`config.mk`:
```
export PLATFORM = sky130hd
export DESIGN_NAME = mc_control_sequencer
export DESIGN_NICKNAME = d
export VERILOG_FILES = /design/src/rtl/mc_control_sequencer.sv
export SDC_FILE = /design/constraint.sdc
export NUM_CORES = 1
export LEC_CHECK = 0
export ABC_AREA = 1
export BUFFER_PORTS_ARGS = -buffer_cell sky130_fd_sc_hd__buf_4
export CORE_MARGIN = 1.5
export CORE_UTILIZATION = 35
export DETAILED_ROUTE_END_ITERATION = 12
export PLACE_DENSITY = 0.68
export SYNTH_ARGS = -nofsm -noshare
export SYNTH_HDL_FRONTEND = slang
export SYNTH_SLANG_ARGS = --single-unit
```
`constraint.sdc`:
```
create_clock -name clk -period 3.2 [get_ports clk]
set_clock_uncertainty 0.05 [all_clocks]
set_input_delay 0.32 -clock clk [delete_from_list [all_inputs] [get_ports clk]]
set_output_delay 0.32 -clock clk [all_outputs]
set_load 0.02 [all_outputs]
```
`src/rtl/mc_control_sequencer.sv`:
```
// mc_control_sequencer: multicycle control sequencer for the single-issue datapath.
//
// Decodes opcode/func once per instruction (on entry to DECODE) into a latched control word.
// It then walks RESET/FETCH/DECODE/SETTLE/MEM/WB/DONE/HALT and pulses the strobes.
// Every output is registered and reflects the state the sequencer is currently in.
//
// Ports:
//   clk             - clock, rising edge
//   rst             - synchronous active-low reset
//   opcode, func    - instruction fields (opcode stable FETCH..DONE)
//   INT             - interrupt/resume request, sampled only in HALT
//   memRdy          - memory completion, sampled only in MEM
//   aluOp, brOp     - ALU / branch operation selects (zero-extended to parameter width)
//   aluSrc, regAluOut, immSel, isCmov, isCall - datapath selects from the control word
//   rdMem, wrMem    - memory strobes, held through MEM
//   wrReg, mToReg   - register write (and load-data select) for the single WB cycle
//   updPC           - PC update for the single DONE cycle
//   illegal         - one-cycle pulse in DECODE for an undefined opcode
//   busErr          - sticky memory-timeout flag, cleared only by reset
//   halted          - high while in HALT
module mc_control_sequencer #(
  parameter int unsigned ALU_OP_W    = 4,
  parameter int unsigned BR_OP_W     = 3,
  parameter int unsigned MEM_TIMEOUT = 15
) (
  input  logic                clk,
  input  logic                rst,
  input  logic [5:0]          opcode,
  input  logic [4:0]          func,
  input  logic                INT,
  input  logic                memRdy,
  output logic [ALU_OP_W-1:0] aluOp,
  output logic [BR_OP_W-1:0]  brOp,
  output logic                aluSrc,
  output logic                regAluOut,
  output logic                immSel,
  output logic                isCmov,
  output logic                rdMem,
  output logic                wrMem,
  output logic                wrReg,
  output logic                mToReg,
  output logic                updPC,
  output logic                isCall,
  output logic                illegal,
  output logic                busErr,
  output logic                halted
);

  // Counter only needs to hold 0 .. MEM_TIMEOUT-1.
  localparam int unsigned CntW = (MEM_TIMEOUT < 2) ? 1 : $clog2(MEM_TIMEOUT);
  localparam logic [CntW-1:0] CntLast = CntW'(MEM_TIMEOUT - 1);

  typedef enum logic [2:0] {
    StReset, StFetch, StDecode, StSettle, StMem, StWb, StDone, StHalt
  } state_e;

  // Path class chosen in DECODE; steers the rest of the instruction.
  typedef enum logic [2:0] {
    ClsAlu, ClsSettleWb, ClsLd, ClsSt, ClsBr, ClsNop, ClsHalt
  } cls_e;

  state_e              state_q, state_d;
  cls_e                cls_q, cls_d;
  logic [CntW-1:0]     cnt_q, cnt_d;
  logic [ALU_OP_W-1:0] alu_op_q, alu_op_d;
  logic [BR_OP_W-1:0]  br_op_q, br_op_d;
  logic                alu_src_q, alu_src_d;
  logic                reg_alu_out_q, reg_alu_out_d;
  logic                imm_sel_q, imm_sel_d;
  logic                is_cmov_q, is_cmov_d;
  logic                is_call_q, is_call_d;
  logic                rd_mem_q, rd_mem_d;
  logic                wr_mem_q, wr_mem_d;
  logic                wr_reg_q, wr_reg_d;
  logic                m_to_reg_q, m_to_reg_d;
  logic                upd_pc_q, upd_pc_d;
  logic                illegal_q, illegal_d;
  logic                bus_err_q, bus_err_d;
  logic                halted_q, halted_d;

  // Decoded control word for the current opcode (only captured on FETCH -> DECODE).
  logic [3:0] dec_alu;
  logic [2:0] dec_br;
  logic       dec_alu_src, dec_reg_alu_out, dec_imm_sel, dec_cmov, dec_call, dec_illegal;
  cls_e       dec_cls;

  // func[4] is not part of any encoding.
  logic unused_func;
  assign unused_func = func[4];

  always_comb begin
    dec_alu         = 4'h0;
    dec_br          = 3'b100;
    dec_alu_src     = 1'b0;
    dec_reg_alu_out = 1'b0;
    dec_imm_sel     = 1'b0;
    dec_cmov        = 1'b0;
    dec_call        = 1'b0;
    dec_illegal     = 1'b0;
    dec_cls         = ClsNop;
    if (opcode == 6'h00) begin
      dec_alu         = func[3:0] - 4'd1;
      dec_alu_src     = 1'b1;
      dec_reg_alu_out = 1'b1;
      dec_cls         = ClsAlu;
    end else if (opcode <= 6'h0F) begin
      dec_alu = opcode[3:0] - 4'd1;
      dec_cls = ClsAlu;
    end else begin
      case (opcode)
        6'h10: begin
          dec_alu = 4'hF;
          dec_cls = ClsAlu;
        end
        6'h11: dec_cls = ClsLd;
        6'h12: dec_cls = ClsSt;
        6'h14: begin
          dec_alu_src     = 1'b1;
          dec_reg_alu_out = 1'b1;
          dec_cls         = ClsAlu;
        end
        6'h15: begin
          dec_alu_src     = 1'b1;
          dec_reg_alu_out = 1'b1;
          dec_cmov        = 1'b1;
          dec_cls         = ClsSettleWb;
        end
        6'h20, 6'h21, 6'h22, 6'h23: begin
          dec_br      = {1'b0, opcode[1:0]};
          dec_imm_sel = 1'b1;
          dec_cls     = ClsBr;
        end
        6'h24: dec_cls = ClsHalt;
        6'h25: dec_cls = ClsNop;
        6'h26: begin
          dec_br      = 3'b000;
          dec_imm_sel = 1'b1;
          dec_call    = 1'b1;
          dec_cls     = ClsSettleWb;
        end
        default: begin
          dec_illegal = 1'b1;
          dec_cls     = ClsNop;
        end
      endcase
    end
  end

  // Next state plus next registered outputs; outputs are derived from the state being entered.
  always_comb begin
    state_d       = state_q;
    cls_d         = cls_q;
    cnt_d         = '0;
    alu_op_d      = alu_op_q;
    br_op_d       = br_op_q;
    alu_src_d     = alu_src_q;
    reg_alu_out_d = reg_alu_out_q;
    imm_sel_d     = imm_sel_q;
    is_cmov_d     = is_cmov_q;
    is_call_d     = is_call_q;
    illegal_d     = 1'b0;
    bus_err_d     = bus_err_q;

    unique case (state_q)
      StReset: state_d = StFetch;
      StFetch: begin
        state_d       = StDecode;
        cls_d         = dec_cls;
        alu_op_d      = ALU_OP_W'(dec_alu);
        br_op_d       = BR_OP_W'(dec_br);
        alu_src_d     = dec_alu_src;
        reg_alu_out_d = dec_reg_alu_out;
        imm_sel_d     = dec_imm_sel;
        is_cmov_d     = dec_cmov;
        is_call_d     = dec_call;
        illegal_d     = dec_illegal;
      end
      StDecode: begin
        unique case (cls_q)
          ClsAlu:      state_d = StWb;
          ClsSettleWb: state_d = StSettle;
          ClsLd:       state_d = StMem;
          ClsSt:       state_d = StSettle;
          ClsBr:       state_d = StSettle;
          ClsHalt:     state_d = StHalt;
          default:     state_d = StDone;
        endcase
      end
      StSettle: begin
        unique case (cls_q)
          ClsSettleWb: state_d = StWb;
          ClsSt:       state_d = StMem;
          default:     state_d = StDone;
        endcase
      end
      StMem: begin
        // Ready takes priority over a timeout landing in the same cycle.
        if (memRdy) begin
          state_d = (cls_q == ClsLd) ? StWb : StDone;
        end else if (cnt_q == CntLast) begin
          state_d   = StDone;
          bus_err_d = 1'b1;
        end else begin
          cnt_d = cnt_q + 1'b1;
        end
      end
      StWb:    state_d = StDone;
      StDone:  state_d = StFetch;
      StHalt:  if (INT) state_d = StDone;
      default: state_d = StReset;
    endcase

    rd_mem_d   = (state_d == StMem) && (cls_d == ClsLd);
    wr_mem_d   = (state_d == StMem) && (cls_d == ClsSt);
    wr_reg_d   = (state_d == StWb);
    m_to_reg_d = (state_d == StWb) && (cls_d == ClsLd);
    upd_pc_d   = (state_d == StDone);
    halted_d   = (state_d == StHalt);
  end

  always_ff @(posedge clk) begin
    if (!rst) begin
      state_q       <= StReset;
      cls_q         <= ClsNop;
      cnt_q         <= '0;
      alu_op_q      <= '0;
      br_op_q       <= BR_OP_W'(3'b100);
      alu_src_q     <= 1'b0;
      reg_alu_out_q <= 1'b0;
      imm_sel_q     <= 1'b0;
      is_cmov_q     <= 1'b0;
      is_call_q     <= 1'b0;
      rd_mem_q      <= 1'b0;
      wr_mem_q      <= 1'b0;
      wr_reg_q      <= 1'b0;
      m_to_reg_q    <= 1'b0;
      upd_pc_q      <= 1'b0;
      illegal_q     <= 1'b0;
      bus_err_q     <= 1'b0;
      halted_q      <= 1'b0;
    end else begin
      state_q       <= state_d;
      cls_q         <= cls_d;
      cnt_q         <= cnt_d;
      alu_op_q      <= alu_op_d;
      br_op_q       <= br_op_d;
      alu_src_q     <= alu_src_d;
      reg_alu_out_q <= reg_alu_out_d;
      imm_sel_q     <= imm_sel_d;
      is_cmov_q     <= is_cmov_d;
      is_call_q     <= is_call_d;
      rd_mem_q      <= rd_mem_d;
      wr_mem_q      <= wr_mem_d;
      wr_reg_q      <= wr_reg_d;
      m_to_reg_q    <= m_to_reg_d;
      upd_pc_q      <= upd_pc_d;
      illegal_q     <= illegal_d;
      bus_err_q     <= bus_err_d;
      halted_q      <= halted_d;
    end
  end

  assign aluOp     = alu_op_q;
  assign brOp      = br_op_q;
  assign aluSrc    = alu_src_q;
  assign regAluOut = reg_alu_out_q;
  assign immSel    = imm_sel_q;
  assign isCmov    = is_cmov_q;
  assign isCall    = is_call_q;
  assign rdMem     = rd_mem_q;
  assign wrMem     = wr_mem_q;
  assign wrReg     = wr_reg_q;
  assign mToReg    = m_to_reg_q;
  assign updPC     = upd_pc_q;
  assign illegal   = illegal_q;
  assign busErr    = bus_err_q;
  assign halted    = halted_q;

endmodule
```
# [After elaboration in Yosys (flattened, before gate mapping)]
# Cells that the tools add are included.
[totals] ff_bits=29 latchBits=0 mem_bits_rw=0 romBits=0 inputBits=15 elab_cells=103 memories=0
[classes] addsub=3 n_mul=0 div=0 magnitude_cmp=1 n_eq_ne=31 n_shift=0 muxes=30 n_bitwise=4 reduce_logical=17
[ops] cell="$eq 6x6->1 const B" count=7
[ops] cell="$eq 3x3->1 const B" count=10
[ops] cell="$eq 6x5->1 const B" count=5
[ops] cell="$mux 3" count=8
[ops] cell="$pmux 3 s7" count=1
[ops] cell="$eq 3x2->1 const B" count=6
[ops] cell="$pmux 3 s6" count=1
[ops] cell="$mux 1" count=13
[ops] cell="$mux 4" count=3
[ops] cell="$pmux 3 s4" count=1
[ops] cell="$reduce_or 12->1" count=1
[ops] cell="$reduce_or 4->1" count=3
[ops] cell="$reduce_or 2->1" count=4
[ops] cell="$sub 4x1->4 const B" count=2
[ops] cell="$eq 3x1->1 const B" count=2
[ops] cell="$le 6x4->1 const B" count=1
[ops] cell="$logic_not 3->1" count=2
[ops] cell="$logic_not 6->1" count=1
[ops] cell="$pmux 3 s2" count=1
[ops] cell="$reduce_or 5->1" count=1
[ops] cell="$add 4x1->4 const B" count=1
[ops] cell="$eq 4x4->1 const B" count=1
[ops] cell="$not 1->1" count=4
[ops] cell="$pmux 2 s2" count=1
[ops] cell="other kinds (4)" count=6

# [Logic depth before layout (Yosys ltp)]
# Gate-level depths: netlist of the first run.
[logic_depth] depth_word=8 depth_mapped=12 depth_no_buf=12

# [Worst setup path before layout of the first run]
# No wires, ideal clock.
[synth_path] path_kind="input to register" from="input port opcode[0]" to="register wr_mem_q (netlist: wrMem)" arrival_time_ps=1333 path_slack_ps=1753 stages=11 cell_sequence="inv_1 > ha_1 > nor2_1 > nand3_1 > nand2_1 > nand3_1 > o21ai_0 > nand2_1 > nand2_1 > nand2_1 > nor2_1"
[synth_via] elab_chain_len=8
[synth_lines] element="start: declaration" line_no="28" text="input logic [5:0] opcode,"
[synth_lines] element="$eq 6x6->1 or $eq 6x5->1 (tied branches)" line_no="110" text="case (opcode)"
[synth_lines] element="$reduce_or 4->1 or $reduce_or 2->1 (tied branches)"
[synth_lines] element="$pmux 3 s6" line_no="110"
[synth_lines] element="$mux 3" line_no="106" text="end else if (opcode <= 6'h0F) begin"
[synth_lines] element="$mux 3 (*)" line_no="101" text="if (opcode == 6'h00) begin"
[synth_lines] element="$mux 3 (*)" line_no="164" text="unique case (state_q)"
[synth_lines] element="$eq 3x2->1 (*)" line_no="214" text="wr_mem_d = (state_d == StMem) && (cls_d == ClsSt);"
[synth_lines] element="$logic_and 1x1->1 (*)" line_no="214"
[synth_lines] element="end signal: assignment" line_no="253" text="wr_mem_q <= wr_mem_d;"
[synth_lines] element="end: declaration" line_no="73" text="logic wr_mem_q, wr_mem_d;"
# Every way passes the cells marked *; elsewhere a longest branch is shown, timed or not.
# A chain may end at the register's enable or synchronous reset.

# [Final worst setup path of the first run]
[layout_path] from="register state_q[0]" to="register br_op_q[2] (netlist: brOp[2])"
[layout_via] elab_chain_len=1
[layout_lines] element="start: declaration" line_no="62" text="state_e state_q, state_d;"
[layout_lines] element="start signal: assignment" line_no="223" text="state_q <= StReset;"
[layout_lines] element="start signal: assignment" line_no="242" text="state_q <= state_d;"
[layout_lines] element="$eq 3x1->1" line_no="164"
[layout_lines] element="end signal: assignment" line_no="227" text="br_op_q <= BR_OP_W'(3'b100);"
[layout_lines] element="end signal: assignment" line_no="246" text="br_op_q <= br_op_d;"
[layout_lines] element="end: declaration" line_no="66" text="logic [BR_OP_W-1:0] br_op_q, br_op_d;"
# No other way between the ends.

==> results.txt, run 1 <==
----------------------------------------------------
[Status]
  Result of the run ... finished, final reports clean

[Cells and area]
  Proportion of layout cells with a drive suffix above 1 ... 0.213
  Area overhead of the layout relative to synthesis ... 25.7%
  Count of inserted antenna diode cells ... 0
  Fill cell instance count of the final layout ... 418
  NumNets Final ... 276

[Floorplan]
  Top-Level Pins ... 35
  Placement row count ... 23
  Starting density of the core ... 0.374
  Die Span Y ... 69.3 um
  Horizontal die dimension ... 69.3 um
  Placeable core region ... 4120 sq um
  Die outline area ... ~4800 sq um

[Global routing]
  Pin count of the biggest net entering global routing ... 16
  Grt total ovfl ... 0
  Global-route wire length before repair ... between 5000 and 6000 um
  Global routing usage summed across all routing layers ... 0.142
  Antenna violations before repair ... 0
  Vias in the first global route ... 1311

[Hold path]
  Endpoint with the worst hold slack ... cls_q[2]
  Hold Startpoint ... rst
  Hold depth ... 2
  Min-Delay Path Class ... in2reg

[Synthesis]
  Number of synthesized register bits ... 29
  Synth warn ... 0
  EDFF count, synth ... 0
  Combined area of all synthesized cells ... 1540 sq um
  Syn_area_per_cell ... roughly 7.1 sq um
  Async set-reset flop share out of synthesis ... 0
  Syn Nets ... 239
  Mapped Cells ... 216
  Most used flip-flop cell after synthesis ... sky130_fd_sc_hd__dfxtp_1
  Sequential share of the synthesized area ... 0.378
  Cell variety after synth ... 28

[STA]
  Final hold vios ... 0
  Fmax ... between 500 and 600 MHz
  Relative max-transition margin ... 0.663
  Fin worst setup slack ... 1.40 ns
  Post-route fraction of the period consumed by the critical path ... 0.564
  Period minus WS final ... 1.80 ns
  Worst-Margin Slew ... 0.504 ns
  Summed negative setup slack over all endpoints ... 0 ns
  Final setup violation count ... 0
  Unrepaired setup endpoints after global routing ... no
  Number of pins with negative max-slew slack in the final report ... 0

[Critical path]
  Worst Setup Start Kind ... register
  Crit path from ... state_q[0]
  Largest driver fanout on the critical path ... 15
  Logic depth of the worst register-to-register path ... 7
  Path type of the worst setup path ... reg2reg
  Required time at the endpoint of the critical path ... 3.31 ns
  FF-to-FF setup slack ... 1.40 ns
  Capture point of the worst reg-to-reg path ... brOp[2]
  Arrival time at the worst endpoint ... 1.92 ns
  Critical Path End Type ... register
  R2R Path Start ... state_q[0]

[Detailed routing]
  First-pass iteration count of the detailed router ... 4
  Via count ... 1429
  Remaining antenna violation count ... 0
  Initial DRC Count ... between 50 and 60
  Routed wire length ... 3250 um
  Vias per Instance ... 4.70
  Routed WL per cell ... around 11 um
  Drt drc ... 0

[CTS]
  Post-CTS Setup Repair Bufs ... 0
  Num CTS Buffers ... 5
  Maximum root-to-sink buffer count ... 2
  Cell at the root of the clock tree ... sky130_fd_sc_hd__clkbuf_8
  # H-tree levels ... 2
  CTS sink count ... 29
  Resized Gates After CTS ... 0
  Clock latency of the later-clocked register in the worst-skew pair ... ~0.27 ns
  Hold buffer count at cts ... 0
  CTS tree ... built
  Clock transition at the registers of the reported paths ... approximately 0.06 ns

[Placed design]
  Global placer's final weighted congestion ... about 0.87
  Total of buffers placed on input and output ports ... 33
  HPWL reported at the end of detailed placement ... about 2500 um
  Post-Place Worst Slack ... between 1 and 1.5 ns

[Pwr]
  Maximum ir drop on the vdd rail ... 296 uV
  Switching part of the total ... 0.404
  Power per cell area ... between 700 and 800 nW/um^2
  Sequential power share ... 0.366
  Static leakage ... 0.907 nW
  Switching component of the power ... 0.000560 W
  Clock power share ... 0.233
  Cell internal power dissipation ... approximately 0.00083 W
  Power share of the combinational group ... 0.401
  Total Power ... 0.00139 W

[Job]
  Maximum capacitance violations ... 0

----------------------------------------------------
==> flip-flops by register name, summed over array words and instances, names as in the netlist, 3 cells and up <==
| signal | cells |
|---|---|
| brOp | 3 |
| aluOp | 4 |
| cnt_q | 4 |
| cls_q | 3 |
| state_q | 3 |
==> critical path, cell delays in order, from the launching register on <==
cell and delay [ns]:
sky130_fd_sc_hd__dfxtp_1 0.41, sky130_fd_sc_hd__inv_2 0.10, sky130_fd_sc_hd__nor3_4 0.40, sky130_fd_sc_hd__inv_2 0.21
sky130_fd_sc_hd__nor3_2 0.27, sky130_fd_sc_hd__a21oi_1 0.09, sky130_fd_sc_hd__o21ai_0 0.09, sky130_fd_sc_hd__nand2_1 0.07
==> power by group through the flow <==
stage | combinational (W) | clock (W) | sequential, W
3_3_place_gp | 0.000547 | 0 | 0.000513
3_5_place_dp | 0.000556 | 0 | 0.000512
2_1_floorplan | 0.000353 | 0 | 0.000553
5_1_grt | 0.000621 | 0.000349 | 0.000517
4_1_cts | 0.000559 | 0.000328 | 0.000506
6_report | 0.000555 | 0.000323 | 0.000507
==> final cells by class <==
class / instances / area (sq um) / share of cell area
Clock buffer: 7 / 96.3 / 0.0498
Inverter: 28 / 105 / 0.0544
Sequential cell: 29 / 581 / 0.300
Multi-Input combinational cell: 156 / 836 / 0.432
Clock inverter: 1 / 5.00 / 0.00259
Timing Repair Buffer: 33 / 248 / 0.128
Tap cell: 50 / 62.6 / 0.0324
==> placed cells by master (no fill, tap or decap) <==
master                     synthesis  routed
sky130_fd_sc_hd__o21ai_0          13      13
sky130_fd_sc_hd__nor2_1           28      28
sky130_fd_sc_hd__nor2_4            1       1
sky130_fd_sc_hd__inv_1            25      25
sky130_fd_sc_hd__o211ai_1          4       4
sky130_fd_sc_hd__a21oi_2           1       1
sky130_fd_sc_hd__ha_1              8       8
sky130_fd_sc_hd__clkbuf_8          0       7
sky130_fd_sc_hd__inv_2             2       2
sky130_fd_sc_hd__nand3_2           1       1
sky130_fd_sc_hd__nor3_2            2       2
sky130_fd_sc_hd__nand3_1          19      19
sky130_fd_sc_hd__and3_1            1       1
sky130_fd_sc_hd__nand2_2           2       2
sky130_fd_sc_hd__buf_4             1      33
sky130_fd_sc_hd__and2_1            2       2
sky130_fd_sc_hd__nor3_4            1       1
sky130_fd_sc_hd__dfxtp_1          29      29
sky130_fd_sc_hd__nor4_1            1       1
sky130_fd_sc_hd__clkinv_1          1       1
sky130_fd_sc_hd__clkinv_2          0       1
sky130_fd_sc_hd__xor2_1            3       3
sky130_fd_sc_hd__nor3_1            4       4
sky130_fd_sc_hd__nor2_2            3       3
sky130_fd_sc_hd__nand4_1           4       4
sky130_fd_sc_hd__xnor2_1           2       2
sky130_fd_sc_hd__a21oi_1          15      15
sky130_fd_sc_hd__nand2_1          41      41
==> worst max-delay path by stage <==
stage	end	cells after the start
2_1_floorplan	wrMem	11
6_report	brOp[2]	7
4_1_cts	brOp[2]	7
5_1_grt	brOp[2]	7
3_3_place_gp	brOp[2]	7
3_5_place_dp	brOp[2]	7
==> metal layers <==
layer	vias up	global-route usage	wire length, um
met5	-	0	0
met4	0	0.0392	42
met3	5	0.0451	137
met2	32	0.225	1450
met1	613	0.186	1620
li1	779	-	-
==> cell families (layout without fill, tap and decap cells) <==
logic type,after synthesis,after routing,share of synthesized area
buf+inv,31,69,0.0789
xor+xnor,5,5,0.0285
fa+ha+maj,8,8,0.0651
flops,29,29,0.378
simple gates,110,110,0.334
compound gates,33,33,0.116
==> metrics by stage <==
step           cells  utilization  area, sq um  hold WS, ns
2_1_floorplan    216            -         1540        0.380
3_3_place_gp     296        0.445         1830        0.396
3_5_place_dp     296        0.445         1830        0.409
4_1_cts          304        0.470         1930        0.257
5_1_grt          304        0.470         1930        0.258
6_report         304        0.470         1930        0.253
==> synth_stat cells (3+ instances only) <==
master	instances	share of area
sky130_fd_sc_hd__nand2_1	41	0.10
sky130_fd_sc_hd__dfxtp_1	29	0.38
sky130_fd_sc_hd__nor2_1	28	0.068
sky130_fd_sc_hd__inv_1	25	0.061
sky130_fd_sc_hd__nand3_1	19	0.062
sky130_fd_sc_hd__a21oi_1	15	0.049
sky130_fd_sc_hd__o21ai_0	13	0.042
sky130_fd_sc_hd__ha_1	8	0.065
sky130_fd_sc_hd__nand4_1	4	0.016
sky130_fd_sc_hd__nor3_1	4	0.013
sky130_fd_sc_hd__o211ai_1	4	0.020
sky130_fd_sc_hd__nor2_2	3	0.012
sky130_fd_sc_hd__xor2_1	3	0.017
Note: power is estimated with default switching activity, not from simulation.
==> run 2, diff against run 1 <==
PLACE_DENSITY = 0.7   (was 0.68)
clock period = 1.59 ns   (was 3.2 ns; I/O delays follow)
==> run 2 against run 1 <==
First-iteration DRC count is 8.9% lower. Global-route usage increased by 1.4 points. Hold slack lost 0.17 ns. Critical endpoint is now rdMem. Highest routed layer unchanged.
==> results.txt, run 2 (synthesis results as in run 1) <==
----------------------------------------------------
[Status]
  Result of the run ... finished, final reports clean (unchanged)

[CTS]
  Post-CTS Setup Repair Bufs ... 0 (unchanged)
  Cell at the root of the clock tree ... sky130_fd_sc_hd__clkbuf_8 (unchanged)
  Clock transition at the registers of the reported paths ... 0.06 ns (about the same)
  Hold buffer count at cts ... 0 (unchanged)
  Clock latency of the later-clocked register in the worst-skew pair ... 0.28 ns (was 0.27 ns)
  Maximum root-to-sink buffer count ... 2 (unchanged)
  # H-tree levels ... 2 (unchanged)
  Num CTS Buffers ... 5 (unchanged)
  CTS sink count ... 29 (unchanged)
  CTS tree ... built (unchanged)

[STA]
  Final setup violation count ... 0 (unchanged)
  Fin worst setup slack ... 0.130 ns (was 1.40 ns)
  Unrepaired setup endpoints after global routing ... yes (was no)
  Final hold slack ... 0.0874 ns (was 0.253 ns)
  Period minus WS final ... 1.46 ns (was 1.80 ns)
  Number of pins with negative max-slew slack in the final report ... 0 (unchanged)
  Summed negative setup slack over all endpoints ... 0 ns (unchanged)
  Worst-Margin Slew ... 0.282 ns (was 0.504 ns)
  Post-route fraction of the period consumed by the critical path ... 0.918 (was 0.564)
  Fmax ... 685 MHz (was 554 MHz)
  Final hold vios ... 0 (unchanged)
  Relative max-transition margin ... 0.810 (was 0.663)

[Pwr]
  Cell internal power dissipation ... 0.00194 W (was 0.000826 W)
  Power per cell area ... 1550 nW/um^2 (was 717 nW/um^2)
  Power share of the combinational group ... 0.380 (was 0.401)
  Switching part of the total ... 0.379 (was 0.404)
  Sequential power share ... 0.330 (was 0.366)
  Static leakage ... 0.948 nW (was 0.907 nW)
  Switching component of the power ... 0.00119 W (was 0.000560 W)
  Maximum ir drop on the vdd rail ... 861 uV (was 296 uV)
  Clock power share ... 0.290 (was 0.233)

[Global routing]
  Grt total ovfl ... 0 (unchanged)
  Pin count of the biggest net entering global routing ... 15 (was 16)
  Vias in the first global route ... 1447 (was 1311)
  Global-route wire length before repair ... 6090 um (was 5570 um)
  Antenna violations before repair ... 0 (unchanged)
  Global routing usage summed across all routing layers ... 0.157 (was 0.142)

[Critical path]
  Path type of the worst setup path ... reg2reg (unchanged)
  Logic depth of the worst register-to-register path ... 9 (was 7)
  Worst Setup Start Kind ... register (unchanged)
  Largest driver fanout on the critical path ... 4 (was 15)
  Critical Path End Type ... register (unchanged)
  Required time at the endpoint of the critical path ... 1.75 ns (was 3.31 ns)
  Arrival time at the worst endpoint ... 1.62 ns (was 1.92 ns)

[Detailed routing]
  Initial DRC Count ... 51 (was 56)
  Drt drc ... 0 (unchanged)
  Via count ... 1475 (was 1429)
  Remaining antenna violation count ... 0 (unchanged)
  Vias per Instance ... 4.77 (was 4.70)
  First-pass iteration count of the detailed router ... 4 (unchanged)
  Routed WL per cell ... 11.2 um (was 10.7 um)
  Routed wire length ... 3460 um (was 3250 um)

[Hold path]
  Min-Delay Path Class ... in2reg (unchanged)
  Hold depth ... 2 (unchanged)

[Floorplan]
  Horizontal die dimension ... 69.3 um (unchanged)
  Placeable core region ... 4120 sq um (unchanged)
  Die Span Y ... 69.3 um (unchanged)
  Die outline area ... 4800 sq um (unchanged)
  Placement row count ... 23 (unchanged)
  Starting density of the core ... 0.374 (unchanged)
  Top-Level Pins ... 35 (unchanged)

[Placed design]
  Post-Place Worst Slack ... -0.000510 ns (was 1.39 ns)
  HPWL reported at the end of detailed placement ... 2610 um (was 2500 um)
  Global placer's final weighted congestion ... 0.925 (was 0.866)
  Total of buffers placed on input and output ports ... 33 (unchanged)
  Number of cells after detailed placement ... 301 (was 296)

[Cells and area]
  Final standard cell count with taps included and fillers excluded ... 309 (was 304)
  Highest-count cells in the layout ignoring fill and taps ... sky130_fd_sc_hd__nand2_1 (41), sky130_fd_sc_hd__buf_4 (38), sky130_fd_sc_hd__nor2_1 (28) (was sky130_fd_sc_hd__nand2_1 (41), sky130_fd_sc_hd__buf_4 (33), sky130_fd_sc_hd__dfxtp_1 (29))
  Area overhead of the layout relative to synthesis ... 31.4% (was 25.7%)
  Most common library cell in the layout ignoring fill and taps ... sky130_fd_sc_hd__nand2_1 (unchanged)
  NumNets Final ... 281 (was 276)
  Count of inserted antenna diode cells ... 0 (unchanged)
  Fill cell instance count of the final layout ... 421 (was 418)
  Proportion of layout cells with a drive suffix above 1 ... 0.247 (was 0.213)

[Job]
  Maximum capacitance violations ... 0 (unchanged)

----------------------------------------------------
[run 2: stage by stage]
stage / area [sq um] / utilization / total power [W]
after floorplan: 1540 / - / 0.00182
final: 2020 / 0.491 / 0.00312
after global placement: 1870 / 0.454 / 0.00217
after detailed placement: 1870 / 0.454 / 0.00218
after CTS: 2000 / 0.487 / 0.00310
after global routing: 2020 / 0.491 / 0.00336
[run 2: final cells by class]
cell class              count  area [sq um]  area share
multi-input cells         156           848       0.420
repair buffers             38           285       0.141
clock inverters             3          65.1      0.0322
inverters                  28           105      0.0520
well taps                  50          62.6      0.0310
clock buffers               5          68.8      0.0341
flip-flops and latches     29           586       0.290
[run 2: path summary, 6_finish.rpt]
| check | end | slack (ns) | from |
|---|---|---|---|
| worst max register to register | rdMem | 0.13 | cnt_q[0] |
| worst min-delay path | brOp[2] | 0.09 | rst |
| worst max-delay path | rdMem | 0.13 | cnt_q[0] |
| worst min register to register | cnt_q[0] | 0.39 | cnt_q[0] |
[run 2: timing repair]
item | CTS | global route
endpoints found under the hold margin | 0 | 0
gates resized for setup | 0 | 6
endpoints found under the setup margin | 0 | 7
[run 2: metal layers]
metal	global-route usage	vias to the layer above	share of wire
met5	0	-	0
met4	0.0850	0	0.016
met3	0.0422	8	0.045
met2	0.240	35	0.45
met1	0.199	647	0.49
li1	-	785	-
[run 2: critical path, stage by stage, from the launching register on]
cell and delay [ns]:
sky130_fd_sc_hd__dfxtp_2 0.35, sky130_fd_sc_hd__inv_1 0.05, sky130_fd_sc_hd__ha_1 0.18, sky130_fd_sc_hd__nand3_1 0.10
sky130_fd_sc_hd__nand3_1 0.08, sky130_fd_sc_hd__nand2_1 0.06, sky130_fd_sc_hd__nand2_1 0.08, sky130_fd_sc_hd__a21oi_4 0.17
sky130_fd_sc_hd__nand3_2 0.10, sky130_fd_sc_hd__nor3_2 0.16
[run 2: power by group through the flow]
stage	clock network (W)	logic (W)	registers, W
global route	0.000957	0.00134	0.00106
CTS	0.000925	0.00115	0.00102
finish	0.000907	0.00119	0.00103
global placement	0	0.00114	0.00103
detailed placement	0	0.00114	0.00103
floorplan	0	0.000710	0.00111
==> run 3, diff against run 2 <==
--- a/config.mk
+++ b/config.mk
@@ -11,4 +11,5 @@
 export CORE_UTILIZATION = 35
 export DETAILED_ROUTE_END_ITERATION = 12
+export MAX_ROUTING_LAYER = met4
 export PLACE_DENSITY = 0.7
 export SYNTH_ARGS = -nofsm -noshare
--- a/constraint.sdc
+++ b/constraint.sdc
@@ -3,3 +3,3 @@
 set_input_delay 0.159 -clock clk [delete_from_list [all_inputs] [get_ports clk]]
 set_output_delay 0.159 -clock clk [all_outputs]
-set_load 0.02 [all_outputs]
+set_load 0.1 [all_outputs]
==> run 3 against run 2 <==
Total power up 9.3%. Maximum frequency shrank 2.5%. Critical path depth unchanged. Wire length is 1.0% higher. Largest power group unchanged. Highest routed layer unchanged. Critical endpoint is now mToReg.
==> results.txt, run 3 (synthesis results as in run 1) <==
----------------------------------------------------
[Placed design]
  Total of buffers placed on input and output ports ... 33 (unchanged)
  HPWL reported at the end of detailed placement ... 2660 um (was 2610 um)
  Global placer's final weighted congestion ... 0.944 (was 0.925)
  Placed Instance Area ... 1880 sq um (was 1870 sq um)

[Pwr]
  Switching component of the power ... 0.00171 W (was 0.00119 W)
  Switching part of the total ... 0.501 (was 0.379)
  Cell internal power dissipation ... 0.00170 W (was 0.00194 W)
  Power share of the combinational group ... 0.526 (was 0.380)
  Total Power ... 0.00341 W (was 0.00312 W)
  Sequential power share ... 0.297 (was 0.330)
  Clock power share ... 0.177 (was 0.290)
  Power per cell area ... 1710 nW/um^2 (was 1550 nW/um^2)
  Maximum ir drop on the vdd rail ... 1530 uV (was 861 uV)
  Static leakage ... 0.935 nW (was 0.948 nW)

[CTS]
  Clock transition at the registers of the reported paths ... 0.06 ns (about the same)
  Maximum root-to-sink buffer count ... 2 (unchanged)
  Clock latency of the later-clocked register in the worst-skew pair ... 0.28 ns (about the same)
  CTS sink count ... 29 (unchanged)
  # H-tree levels ... 2 (unchanged)
  CTS tree ... built (unchanged)
  Cell at the root of the clock tree ... sky130_fd_sc_hd__clkbuf_8 (unchanged)
  Num CTS Buffers ... 5 (unchanged)

[STA]
  Period minus WS final ... 1.50 ns (was 1.46 ns)
  Relative max-transition margin ... 0.826 (was 0.810)
  Post-route fraction of the period consumed by the critical path ... 0.942 (was 0.918)
  Number of pins with negative max-slew slack in the final report ... 0 (unchanged)
  Final hold vios ... 0 (unchanged)
  Fmax ... 668 MHz (was 685 MHz)
  Final setup violation count ... 0 (unchanged)
  Worst-Margin Slew ... 0.259 ns (was 0.282 ns)

[Hold path]
  Min-Delay Path Class ... in2reg (unchanged)
  Hold Startpoint ... rst (unchanged)

[Critical path]
  Critical Path, Cell by Cell ... inv_1, ha_1, nand3_2, nand3_1, nand2_1, nand2_1, a21oi_4, inv_1, nor3_2 (was inv_1, ha_1, nand3_1, nand3_1, nand2_1, nand2_1, a21oi_4, nand3_2, nor3_2)
  CP max stage cell ... sky130_fd_sc_hd__dfxtp_2 (unchanged)
  Slowest Stage Delay on Critical Path ... 0.35 ns (about the same)
  CP bufs+invs ... 2 (was 1)
  Worst Setup Start Kind ... register (unchanged)
  Crit path from ... cnt_q[0] (unchanged)
  Arrival time at the worst endpoint ... 1.65 ns (was 1.62 ns)
  Required time at the endpoint of the critical path ... 1.75 ns (about the same)
  R2R Path Start ... cnt_q[0] (unchanged)
  Path type of the worst setup path ... reg2reg (unchanged)
  Cell family with the largest share of critical-path delay ... simple AND/OR/NAND/NOR gates (unchanged)
  Largest driver fanout on the critical path ... 4 (unchanged)
  Critical Path End Type ... register (unchanged)

[Cells and area]
  Count of inserted antenna diode cells ... 0 (unchanged)
  NumNets Final ... 283 (was 281)
  Most common library cell in the layout ignoring fill and taps ... sky130_fd_sc_hd__nand2_1 (unchanged)
  Area overhead of the layout relative to synthesis ... 29.9% (was 31.4%)
  Final Util ... 0.485 (was 0.491)
  Highest-count cells in the layout ignoring fill and taps ... sky130_fd_sc_hd__nand2_1 (41), sky130_fd_sc_hd__buf_4 (40), sky130_fd_sc_hd__nor2_1 (28) (was sky130_fd_sc_hd__nand2_1 (41), sky130_fd_sc_hd__buf_4 (38), sky130_fd_sc_hd__nor2_1 (28))
  Final instance area ... 2000 sq um (was 2020 sq um)
  Proportion of layout cells with a drive suffix above 1 ... 0.246 (was 0.247)

[Global routing]
  Vias in the first global route ... 1398 (was 1447)
  Global-route wire length before repair ... 6160 um (was 6090 um)
  Global routing usage summed across all routing layers ... 0.162 (was 0.157)
  Antenna violations before repair ... 0 (unchanged)
  Pin count of the biggest net entering global routing ... 15 (unchanged)
  Grt total ovfl ... 0 (unchanged)

[Floorplan]
  Placeable core region ... 4120 sq um (unchanged)
  Die outline area ... 4800 sq um (unchanged)
  Die Span Y ... 69.3 um (unchanged)
  Top-Level Pins ... 35 (unchanged)
  Horizontal die dimension ... 69.3 um (unchanged)
  Starting density of the core ... 0.374 (unchanged)
  Placement row count ... 23 (unchanged)

[Detailed routing]
  Routed WL per cell ... 11.3 um (was 11.2 um)
  Via count ... 1495 (was 1475)
  Initial DRC Count ... 100 (was 51)
  Drt drc ... 0 (unchanged)
  Routed wire length ... 3490 um (was 3460 um)
  Vias per Instance ... 4.82 (was 4.77)
  Remaining antenna violation count ... 0 (unchanged)
  First-pass iteration count of the detailed router ... 4 (unchanged)

[Job]
  Maximum capacitance violations ... 0 (unchanged)

[Status]
  Result of the run ... finished, final reports clean (unchanged)

----------------------------------------------------
-- run 3: cell types whose count changed in the layout (fill, tap and decap cells not counted), sizes merged --
cell / delta
buf: +2
bufinv: -2
clkbuf: +2
clkinv: -1
-- run 3: final timing paths --
path	cells after the start	to	slack, ns
setup / recovery	9	mToReg	0.09
hold reg to reg	1	cnt_q[0]	0.39
setup reg to reg	9	mToReg	0.09
hold / removal	2	brOp[2]	0.09
-- run 3: final cells by class --
class	instances	area, sq um
flip-flops and latches	29	584
well taps	50	62.6
fillers	399	2120
inverters	28	105
multi-input cells	156	858
clock buffers	7	86.3
repair buffers	40	300
-- run 3: power by group through the flow --
| stage | clock network [W] | registers [W] | logic, W |
|---|---|---|---|
| final | 0.000605 | 0.00101 | 0.00179 |
| after global routing | 0.000660 | 0.00104 | 0.00194 |
| after CTS | 0.000618 | 0.00101 | 0.00170 |
| after detailed placement | 0 | 0.00102 | 0.00169 |
| after global placement | 0 | 0.00102 | 0.00169 |
| after floorplan | 0 | 0.00163 | 0.000714 |
-- run 3: metrics by stage --
stage / setup WS [ns] / std cells / setup TNS [ns] / hold WS, ns
after floorplan: 0.00749 / 216 / 0 / 0.252
after global placement: 0.0162 / 302 / 0 / 0.373
after detailed placement: -0.00782 / 302 / -0.00782 / 0.375
after CTS: 0.00102 / 309 / 0 / 0.0802
after global routing: -0.0239 / 310 / -0.0239 / 0.0967
final: 0.0927 / 310 / 0 / 0.0865
-- run 3: layer usage --
metal  part of all wire  vias to the layer above  global-route usage
li1                   -                      790                   -
met1               0.48                      663               0.202
met2               0.46                       34               0.248
met3              0.053                        8              0.0596
met4              0.013                        0              0.0458
met5                  0                        -                   -
-- run 3: repair_timing --
item                       in CTS  in global routing
setup buffers                   0                  1
setup endpoints to repair       0                  6
gates resized for setup         0                  7
hold buffers                    0                  0
